===== src/rtl/if_pkg.sv =====
// rtl/if_pkg.sv - shared types and credit sizing for the instruction-fetch stage
package if_pkg;
  localparam int IF_ADDR_W = 32;
  localparam int IF_INST_W = 32;
  localparam int IF_DEPTH  = 4;
  localparam int IF_CRED_W = $clog2(IF_DEPTH) + 1;

  typedef enum logic {
    FS_RUN   = 1'b0,
    FS_FLUSH = 1'b1
  } fetch_state_e;

  typedef struct packed {
    logic [IF_ADDR_W-1:0] pc;
    logic [IF_INST_W-1:0] inst;
  } if_entry_t;

  // Counters must hold the value DEPTH itself, hence the extra bit.
  function automatic int if_cred_w(input int depth);
    return $clog2(depth) + 1;
  endfunction
endpackage


===== src/rtl/if_fifo.sv =====
// rtl/if_fifo.sv - registered prefetch queue with push/pop/clear and occupancy count
module if_fifo
  import if_pkg::*;
#(
  parameter int W     = 64,
  parameter int DEPTH = 4,
  localparam int CNT_W = if_cred_w(DEPTH)
) (
  input  logic             clk,
  input  logic             rst,
  input  logic             clr,
  input  logic             push,
  input  logic             pop,
  input  logic [W-1:0]     din,
  output logic [W-1:0]     dout,
  output logic [CNT_W-1:0] count
);
  localparam int PTR_W = $clog2(DEPTH);

  logic [W-1:0]     r_mem [DEPTH];
  logic [PTR_W-1:0] r_wr_ptr;
  logic [PTR_W-1:0] r_rd_ptr;
  logic [CNT_W-1:0] r_count;
  logic             w_do_push;
  logic             w_do_pop;

  assign w_do_pop  = pop && (r_count != '0);
  // A full queue still accepts a push when the head leaves in the same cycle.
  assign w_do_push = push && ((r_count != CNT_W'(DEPTH)) || w_do_pop);

  always_ff @(posedge clk or posedge rst) begin
    if (rst) begin
      r_wr_ptr <= '0;
      r_rd_ptr <= '0;
      r_count  <= '0;
    end else if (clr) begin
      r_wr_ptr <= '0;
      r_rd_ptr <= '0;
      r_count  <= '0;
    end else begin
      if (w_do_push) r_wr_ptr <= r_wr_ptr + 1'b1;
      if (w_do_pop)  r_rd_ptr <= r_rd_ptr + 1'b1;
      case ({w_do_push, w_do_pop})
        2'b10:   r_count <= r_count + 1'b1;
        2'b01:   r_count <= r_count - 1'b1;
        default: r_count <= r_count;
      endcase
    end
  end

  always_ff @(posedge clk) begin
    if (w_do_push && !clr) r_mem[r_wr_ptr] <= din;
  end

  assign dout  = r_mem[r_rd_ptr];
  assign count = r_count;
endmodule


===== src/rtl/stage_if_prefetch.sv =====
// rtl/stage_if_prefetch.sv - fetch stage: PC/credit/discard tracking, prefetch queue, redirect flush
// Optional IF_PERF_CNT_EN adds saturating fetch_cnt/stall_cnt outputs.
module stage_if_prefetch
  import if_pkg::*;
#(
  parameter int                ADDR_W   = 32,
  parameter int                INST_W   = 32,
  parameter int                DEPTH    = 4,
  parameter int                PC_STEP  = 4,
  parameter logic [ADDR_W-1:0] RESET_PC = '0
) (
  input  logic              clk,
  input  logic              rst,
  input  logic              branch_taken,
  input  logic [ADDR_W-1:0] branch_addr,
  input  logic              freeze,
  output logic              imem_req,
  output logic [ADDR_W-1:0] imem_addr,
  input  logic              imem_gnt,
  input  logic              imem_rvalid,
  input  logic [INST_W-1:0] imem_rdata,
  output logic              inst_valid,
  output logic [INST_W-1:0] instruction,
`ifdef IF_PERF_CNT_EN
  output logic [31:0]       fetch_cnt,
  output logic [31:0]       stall_cnt,
`endif
  output logic [ADDR_W-1:0] pc
);
  localparam int                CNT_W = if_cred_w(DEPTH);
  localparam int                ENT_W = ADDR_W + INST_W;
  localparam logic [ADDR_W-1:0] STEP  = ADDR_W'(PC_STEP);

  typedef struct packed {
    logic [ADDR_W-1:0] pc;
    logic [INST_W-1:0] inst;
  } entry_t;

  fetch_state_e      r_state;
  fetch_state_e      w_state_nxt;
  logic [ADDR_W-1:0] r_fetch_pc;
  logic [ADDR_W-1:0] r_resp_pc;
  logic [CNT_W-1:0]  r_outstanding;
  logic [CNT_W-1:0]  r_discard;
  logic [CNT_W-1:0]  w_discard_nxt;
  logic [CNT_W-1:0]  w_q_count;
  logic [ENT_W-1:0]  w_din;
  logic [ENT_W-1:0]  w_dout;
  entry_t            w_head;
  logic              w_fire;
  logic              w_drop;
  logic              w_push;
  logic              w_pop;

  // Queued plus in-flight never exceeds DEPTH, so every response has a slot.
  assign imem_req  = !rst && !branch_taken &&
                     (({1'b0, w_q_count} + {1'b0, r_outstanding}) < (CNT_W+1)'(DEPTH));
  assign imem_addr = r_fetch_pc;
  assign w_fire    = imem_req && imem_gnt;

  always_comb begin
    w_discard_nxt = r_discard;
    if (branch_taken)
      w_discard_nxt = r_outstanding - CNT_W'(imem_rvalid);
    else if (imem_rvalid && w_drop)
      w_discard_nxt = r_discard - 1'b1;
  end

  always_ff @(posedge clk or posedge rst) begin
    if (rst) r_state <= FS_RUN;
    else     r_state <= w_state_nxt;
  end

  always_comb begin
    w_state_nxt = (w_discard_nxt != '0) ? FS_FLUSH : FS_RUN;
  end

  always_comb begin
    w_drop = (r_state == FS_FLUSH);
    w_push = imem_rvalid && !w_drop && !branch_taken;
    w_pop  = inst_valid && !freeze && !branch_taken;
  end

  always_ff @(posedge clk or posedge rst) begin
    if (rst) begin
      r_fetch_pc    <= RESET_PC;
      r_resp_pc     <= RESET_PC;
      r_outstanding <= '0;
      r_discard     <= '0;
    end else begin
      r_discard     <= w_discard_nxt;
      r_outstanding <= r_outstanding + CNT_W'(w_fire) - CNT_W'(imem_rvalid);
      if (branch_taken) begin
        r_fetch_pc <= branch_addr;
        r_resp_pc  <= branch_addr;
      end else begin
        if (w_fire) r_fetch_pc <= r_fetch_pc + STEP;
        if (w_push) r_resp_pc  <= r_resp_pc + STEP;
      end
    end
  end

  assign w_din = {r_resp_pc, imem_rdata};

  if_fifo #(
    .W     (ENT_W),
    .DEPTH (DEPTH)
  ) u_fifo (
    .clk   (clk),
    .rst   (rst),
    .clr   (branch_taken),
    .push  (w_push),
    .pop   (w_pop),
    .din   (w_din),
    .dout  (w_dout),
    .count (w_q_count)
  );

  assign w_head      = w_dout;
  assign inst_valid  = (w_q_count != '0);
  assign instruction = inst_valid ? w_head.inst : '0;
  assign pc          = inst_valid ? (w_head.pc + STEP) : '0;

`ifdef IF_PERF_CNT_EN
  logic [31:0] r_fetch_cnt;
  logic [31:0] r_stall_cnt;

  always_ff @(posedge clk or posedge rst) begin
    if (rst) begin
      r_fetch_cnt <= '0;
      r_stall_cnt <= '0;
    end else begin
      if (w_pop && (r_fetch_cnt != '1)) r_fetch_cnt <= r_fetch_cnt + 1'b1;
      if (!inst_valid && !freeze && !branch_taken && (r_stall_cnt != '1))
        r_stall_cnt <= r_stall_cnt + 1'b1;
    end
  end

  assign fetch_cnt = r_fetch_cnt;
  assign stall_cnt = r_stall_cnt;
`endif

  rvalid_needs_credit: assert property (@(posedge clk) disable iff (rst)
    imem_rvalid |-> (r_outstanding != '0));
endmodule


===== config.mk =====
export PLATFORM = sky130hd
export DESIGN_NAME = stage_if_prefetch
export DESIGN_NICKNAME = d
export VERILOG_FILES = /design/src/rtl/if_pkg.sv /design/src/rtl/if_fifo.sv /design/src/rtl/stage_if_prefetch.sv
export SDC_FILE = /design/constraint.sdc
export NUM_CORES = 1
export LEC_CHECK = 0
export ABC_AREA = 1
export BUFFER_PORTS_ARGS = -buffer_cell sky130_fd_sc_hd__buf_4
export CORE_MARGIN = 5
export CORE_UTILIZATION = 30
export DETAILED_ROUTE_END_ITERATION = 12
export GPL_TIMING_DRIVEN = 1
export PLACE_DENSITY = 0.56
export SKIP_LAST_GASP = 1
export SYNTH_ARGS = -nofsm -noshare
export SYNTH_HDL_FRONTEND = slang
export SYNTH_SLANG_ARGS = --single-unit

===== constraint.sdc =====
create_clock -name clk -period 5.3 [get_ports clk]
set_clock_uncertainty 0.05 [all_clocks]
set_input_delay 1.325 -clock clk [delete_from_list [all_inputs] [get_ports clk]]
set_output_delay 1.325 -clock clk [all_outputs]
set_load 0.02 [all_outputs]

=== Yosys cells after proc, flatten, opt, wreduce, memory -nomap -nowiden ===
Memory sizes are Yosys's and may differ from the RTL's.
Cells that the tools add are included.

* Input bits: 70
* Bits in registers: 78
* Output and inout port bits: 98
* Memories kept: 1
* Bits in writable memories: 256
* Logic and storage cells: 65

{| class="wikitable"
|+ Memory list
! name !! words !! bits a word !! read ports !! clocked after Yosys merged registers in !! write ports !! line !! RTL
|-
| u_fifo.r_mem || 4 || 64 || 1 || 0 || 1 || if_fifo.sv:20 || <nowiki>logic [W-1:0] r_mem [DEPTH];</nowiki>
|}

* Add/sub/neg operators: 12
* Equality and inequality tests: 3
* $lt $le $gt $ge: 1
* Reduce and logical (&&, ||, !) cells: 23
* Mux-type cells: 17

{| class="wikitable"
|+ Operator list
! kind !! count
|-
| two-way mux 32 bit || 6
|-
| adder 32 x 3 -> 32 bit (second input constant) || 3
|-
| logical AND 1 bit || 11
|-
| two-way mux 3 bit || 3
|-
| nonzero test 3 bit || 3
|-
| two-way mux 2 bit || 4
|-
| nonzero test 2 bit || 4
|-
| one-hot mux 3 bit (2 select lines) || 1
|-
| subtractor 3 x 1 -> 3 bit || 2
|-
| subtractor 3 x 1 -> 3 bit (second input constant) || 2
|-
| adder 2 x 1 -> 2 bit (second input constant) || 2
|-
| adder 3 x 3 -> 4 bit || 1
|-
| zero test 1 bit || 4
|-
| less-than comparator 4 x 3 -> 1 bit (second input constant) || 1
|-
| adder 3 x 1 -> 3 bit || 1
|-
| adder 3 x 1 -> 3 bit (second input constant) || 1
|-
| two-way mux 1 bit || 3
|-
| inequality test 3 bit (second input constant) || 1
|-
| equality test 2 x 1 -> 1 bit (second input constant) || 1
|-
| equality test 2 bit (second input constant) || 1
|-
| logical OR 1 bit || 1
|}

=== Depth between registers and ports, before layout ===
* Depth in word-level cells: 9
* Gate-level depth with buffers: 16
* Mapped depth without buffers: 14

=== By module ===
A second synthesis with hierarchy kept.

* Cell total of the unflattened synthesis: 1,724
* Area, all modules: 16,084.2 um^2

{| class="wikitable"
|+ By module, submodules not included
! module !! area an instance (um^2) !! cells an instance !! times used
|-
| if_fifo || 9,984.6 || 684 || 1
|-
| stage_if_prefetch || 6,099.6 || 1,040 || 1
|}

=== Worst setup path before layout ===
No wires, ideal clock.

* Path kind: input -> register
* From: in branch_taken
* To: mem u_fifo.r_mem[0][0], enable pin
* Slack: 223 ps
* Arrival time: 4,541 ps
* Cell stages on the path: 4
* Path through: buf_2 -> nor2_2 -> nand2_1 -> nor2_1

* Cells in the longest elaborated chain, start to end: 8
* Elaborated cells on any way between the ends: 9
* Classes of those cells: mux: 2; reduce/logical: 7

{| class="wikitable"
|+ RTL lines
! element !! line !! RTL
|-
| start, declared || stage_if_prefetch.sv:14 || <nowiki>input logic branch_taken,</nowiki>
|-
| zero test 1 bit (*) || if_fifo.sv:52, stage_if_prefetch.sv:80, stage_if_prefetch.sv:81 ||
|-
| logical AND 1 bit || stage_if_prefetch.sv:81 || <nowiki>w_pop = inst_valid && !freeze && !branch_taken;</nowiki>
|-
| logical AND 1 bit || if_fifo.sv:27 || <nowiki>assign w_do_pop = pop && (r_count != '0);</nowiki>
|-
| logical OR 1 bit || if_fifo.sv:29 || <nowiki>assign w_do_push = push && ((r_count != CNT_W'(DEPTH)) || w_do_pop);</nowiki>
|-
| logical AND 1 bit || if_fifo.sv:29 ||
|-
| logical AND 1 bit (*) || if_fifo.sv:52 || <nowiki>if (w_do_push && !clr) r_mem[r_wr_ptr] <= din;</nowiki>
|-
| two-way mux 1 bit (*) || if_fifo.sv:52 ||
|-
| two-way mux 1 bit (not written as such) (*) || if_fifo.sv:52 ||
|-
| end, declared || if_fifo.sv:20 ||
|}

Every way passes the cells marked *; elsewhere a longest branch is shown, timed or not.

=== Worst setup path in the final report ===
* From: reg u_fifo.r_rd_ptr[0]
* To: out pc[22]

* Cells in the longest elaborated chain, start to end: 3

{| class="wikitable"
|+ RTL lines
! element !! line !! RTL
|-
| start, declared || if_fifo.sv:22 || <nowiki>logic [PTR_W-1:0] r_rd_ptr;</nowiki>
|-
| start signal, assigned || if_fifo.sv:42 || <nowiki>if (w_do_pop) r_rd_ptr <= r_rd_ptr + 1'b1;</nowiki>
|-
| memory read (4 x 64 bit) || -- ||
|-
| adder 32 x 3 -> 32 bit || stage_if_prefetch.sv:122 || <nowiki>assign pc = inst_valid ? (w_head.pc + STEP) : '0;</nowiki>
|-
| two-way mux 32 bit || stage_if_prefetch.sv:122 ||
|-
| end, declared || stage_if_prefetch.sv:28 || <nowiki>output logic [ADDR_W-1:0] pc</nowiki>
|}

Every way passes these cells.

==> flow_summary.yaml <==
outcome:
  run_status: "finished clean"
routing:
  dr_total_vias: 13000
  finalWirelength_um: 47000
  detail_route.vias_per_cell: 4.82
  drt-pass1-iter-count: 5
  detail-route-antenna-nets: 0
  drc_errors: 0
  dr.first_iter.drc_count: 894
  wl_per_cell_um: 17.4
finish:
  post_route_cells_drive_above_1_share_pct: 14.6
  final_nets: 2066
  insertedDiodeCount: 0
  area_growth_syn_to_layout_pct: 20.0
setup_path:
  cp_slowest_cell: "sky130_fd_sc_hd__dfrtp_4"
  reg2reg_slack_ps: 2590
  path_max_fanout: 133
  critical_path.reg2reg.endpoint: "r_outstanding[2]"
  cpPeakStageDelay_ps: 510
  crit_path_start_kind: "register"
  critPathCaptureType: "primary output"
  crit_buf_inv: 2
  critPathArrivalTime_ps: 3360
  worst_ep_required_time_ps: 3920
  critical_path_cell_by_cell: "inv_8, nand2_1, nand2_1, nand2_1, nand2_1, ha_1, nand3_2, nor2_4, nand2_1, nor2_1, nor2_1, nor2_1, buf_4"
  reg2reg_from: "u_fifo.count[2]"
  setup.worst_path.class: "reg2out"
  cp_top_family: "simple AND/OR/NAND/NOR gates"
  worst_path_most_repeated_cell: "sky130_fd_sc_hd__nand2_1"
  reg2reg_depth: 12
global_route:
  global_route.overflow_total: 0
  grt_pass1_vias: 12800
  pin_count_of_the_biggest_net_entering_global_routing: 136
  global_route_wire_length_before_repair_um: 73500
  gr-usage-all-layers_pct: 15.4
  grt_antenna_before_repair: 0
yosys:
  dominant_cell_by_count_in_the_synthesized_netlist: "sky130_fd_sc_hd__nand2_1"
  synth_ff_type: "sky130_fd_sc_hd__edfxtp_1"
  synthTopCellsByArea: "sky130_fd_sc_hd__edfxtp_1, sky130_fd_sc_hd__nand2_1, sky130_fd_sc_hd__dfrtp_1"
  synthesized_nets: 1906
  synth-edff-count: 256
  ys_seq_elements: 334
  postSynth.asyncResetShare_pct: 23.4
  avgSynthCellArea_sq_um: 9.03
  synthDominantAreaCellType: "sky130_fd_sc_hd__edfxtp_1"
  synth.top_cell.area_share_pct: 46.8
  mappedNetlistArea_sq_um: 16400
  syn_inst: 1820
  yosys_warnings: 0
  synth.cells.most_frequent: "sky130_fd_sc_hd__nand2_1, sky130_fd_sc_hd__nor2_1, sky130_fd_sc_hd__edfxtp_1, sky130_fd_sc_hd__inv_1, sky130_fd_sc_hd__nand3_1"
  synth.yosys.seq_area_share_pct: 58.6
  ys_types: 41
floorplanning:
  die_h_um: 244
  core_area_sq_um: 54000
  initial_core_util_pct: 30.4
  floorplan.rows: 85
  die_w_um: 244
  design.portCount: 168
  total_die_area_sq_um: 59600
sta:
  max_slew_margin_pct: 40.5
  timing.final.setup_violations: 0
  finalHoldViolations: 0
  max_freq_mhz: 211
  layout_worst_path_cycle_share_pct: 89.3
  timing.final.crit_period_ps: 4730
  rsz0062_at_grt: "no"
  tns_ps: 0
  timing.final.max_slew_violations: 0
  tightest_slew_ps: 891
clock_network:
  post-cts-setup-buffer-count: 0
  clk-insertion-delay-late_ps: 550
  cts_hold_buffers: 0
  clock_tree.buffer_depth: 3
  ctsHtreeMaxLevel: 2
  clock_sink_count: 334
  clk_transition_reported_paths_ps: 60
  post_cts_resized: 0
  cts_root_buffer: "sky130_fd_sc_hd__clkbuf_16"
  cts_buffers: 38
  cts_tree: "done"
placement:
  dpl.hpwl_um: 32300
  globalplace.congestion: 0.890
  portBuffers: 167
hold_path:
  hold_class: "reg2reg"
  hold_end: "imem_addr[0]"
  hold_path_depth: 2
  min-delay-start: "imem_addr[0]"
run:
  cap_viol_max_count: 0
power_and_ir_drop:
  power.leakage_nw: 8.03
  total_power_mw: 9.59
  vdd_ir_drop_max_uv: 218
  power-per-cell-area_nw_per_um2: 486
[state kept, by name (all words and copies together) (netlist names)]
signal and count:
u_fifo.r_mem 256, imem_addr 32, r_resp_pc 32, r_discard 3, r_outstanding 3, u_fifo.count 3, u_fifo.r_rd_ptr 2, u_fifo.r_wr_ptr 2
r_state 1
[final cells by class]
type                            instances  area (sq um)
Timing Repair Buffer                  190          1530
Inverter                              127           485
Fill cell                            5429         34300
Clock buffer                           53          1080
Multi-Input combinational cell       1289          5960
Clock inverter                         17           165
Tap cell                              696           871
Sequential cell                       334          9640
[logic make-up (layout without fill, tap and decap cells)]
logic type | after synthesis | count (layout) | synth area share [%]
and+or+nand+nor | 1026 | 1026 | 25.6
AOI/OAI and AO/OA | 206 | 206 | 6.93
adders and majority gates | 16 | 16 | 1.31
buffers and inverters | 197 | 387 | 5.30
DFF | 334 | 334 | 58.6
xor gates and xnor gates | 41 | 41 | 2.18
[worst reg2reg max path, cell delays in order, from the launching register on]
cell and delay (ps):
sky130_fd_sc_hd__dfrtp_1 430, sky130_fd_sc_hd__ha_1 230, sky130_fd_sc_hd__or2_1 240, sky130_fd_sc_hd__nor3_2 190, sky130_fd_sc_hd__nand2_1 70, sky130_fd_sc_hd__buf_4 200
sky130_fd_sc_hd__ha_1 290, sky130_fd_sc_hd__inv_1 50, sky130_fd_sc_hd__ha_1 120, sky130_fd_sc_hd__inv_1 40, sky130_fd_sc_hd__fa_1 370, sky130_fd_sc_hd__xnor2_1 190
sky130_fd_sc_hd__xor2_1 150
[layer usage]
layer	GRT usage (%)	vias up	share of wire, %	wire length [um]
li1	-	6396	-	-
met1	22.3	6204	47	22100
met2	24.4	391	44	20900
met3	2.44	58	6.4	2990
met4	3.98	0	2.1	1000
met5	0	-	0	0
[cell usage in the layout (no fill, tap or decap), types with 8 or more instances in the layout]
cell type,synthesis,final
sky130_fd_sc_hd__buf_4,7,182
sky130_fd_sc_hd__nor2_2,13,13
sky130_fd_sc_hd__nand3_1,120,120
sky130_fd_sc_hd__ha_1,14,14
sky130_fd_sc_hd__nand4_1,18,18
sky130_fd_sc_hd__clkbuf_16,0,38
sky130_fd_sc_hd__buf_12,0,8
sky130_fd_sc_hd__clkbuf_1,25,8
sky130_fd_sc_hd__nor2_1,275,271
sky130_fd_sc_hd__o21ai_0,105,105
sky130_fd_sc_hd__nand2_1,545,545
sky130_fd_sc_hd__xor2_1,33,33
sky130_fd_sc_hd__o211ai_1,17,17
sky130_fd_sc_hd__a21oi_1,59,59
sky130_fd_sc_hd__dfrtp_1,78,76
sky130_fd_sc_hd__edfxtp_1,256,256
sky130_fd_sc_hd__nor3_1,26,26
sky130_fd_sc_hd__inv_1,121,120
sky130_fd_sc_hd__xnor2_1,8,8
sky130_fd_sc_hd__nand2_2,12,12
sky130_fd_sc_hd__o221ai_1,11,11
[power by group]
group,switching [mW],internal (mW)
registers,0.226,3.04
logic,2.53,1.19
clock network,1.07,1.53
total,3.82,5.76
[how the worst max path moves through the flow]
stage | to | from | slack [ps] | depth (start not counted)
2_1_floorplan | u_fifo.r_mem[0][0] | branch_taken | 220 | 4
6_report | pc[22] | u_fifo.r_rd_ptr[0] | 570 | 13
5_1_grt | pc[22] | u_fifo.r_rd_ptr[0] | 260 | 13
3_5_place_dp | pc[14] | u_fifo.r_rd_ptr[0] | 1110 | 13
3_3_place_gp | pc[14] | u_fifo.r_rd_ptr[0] | 1110 | 13
4_1_cts | pc[14] | u_fifo.r_rd_ptr[0] | 500 | 13
[stage by stage]
step                      worst slack [ps]  area (sq um)  cells  hold WS (ps)  util (%)
after floorplan                        223         16400   1820           426         -
after global placement                1110         18500   2636           420      34.2
after detailed placement              1110         18500   2636           431      34.2
after CTS                              504         19700   2706           447      36.5
after global routing                   258         19700   2706           486      36.5
final                                  566         19700   2706           437      36.5
Power figures use the tool's default switching activity.
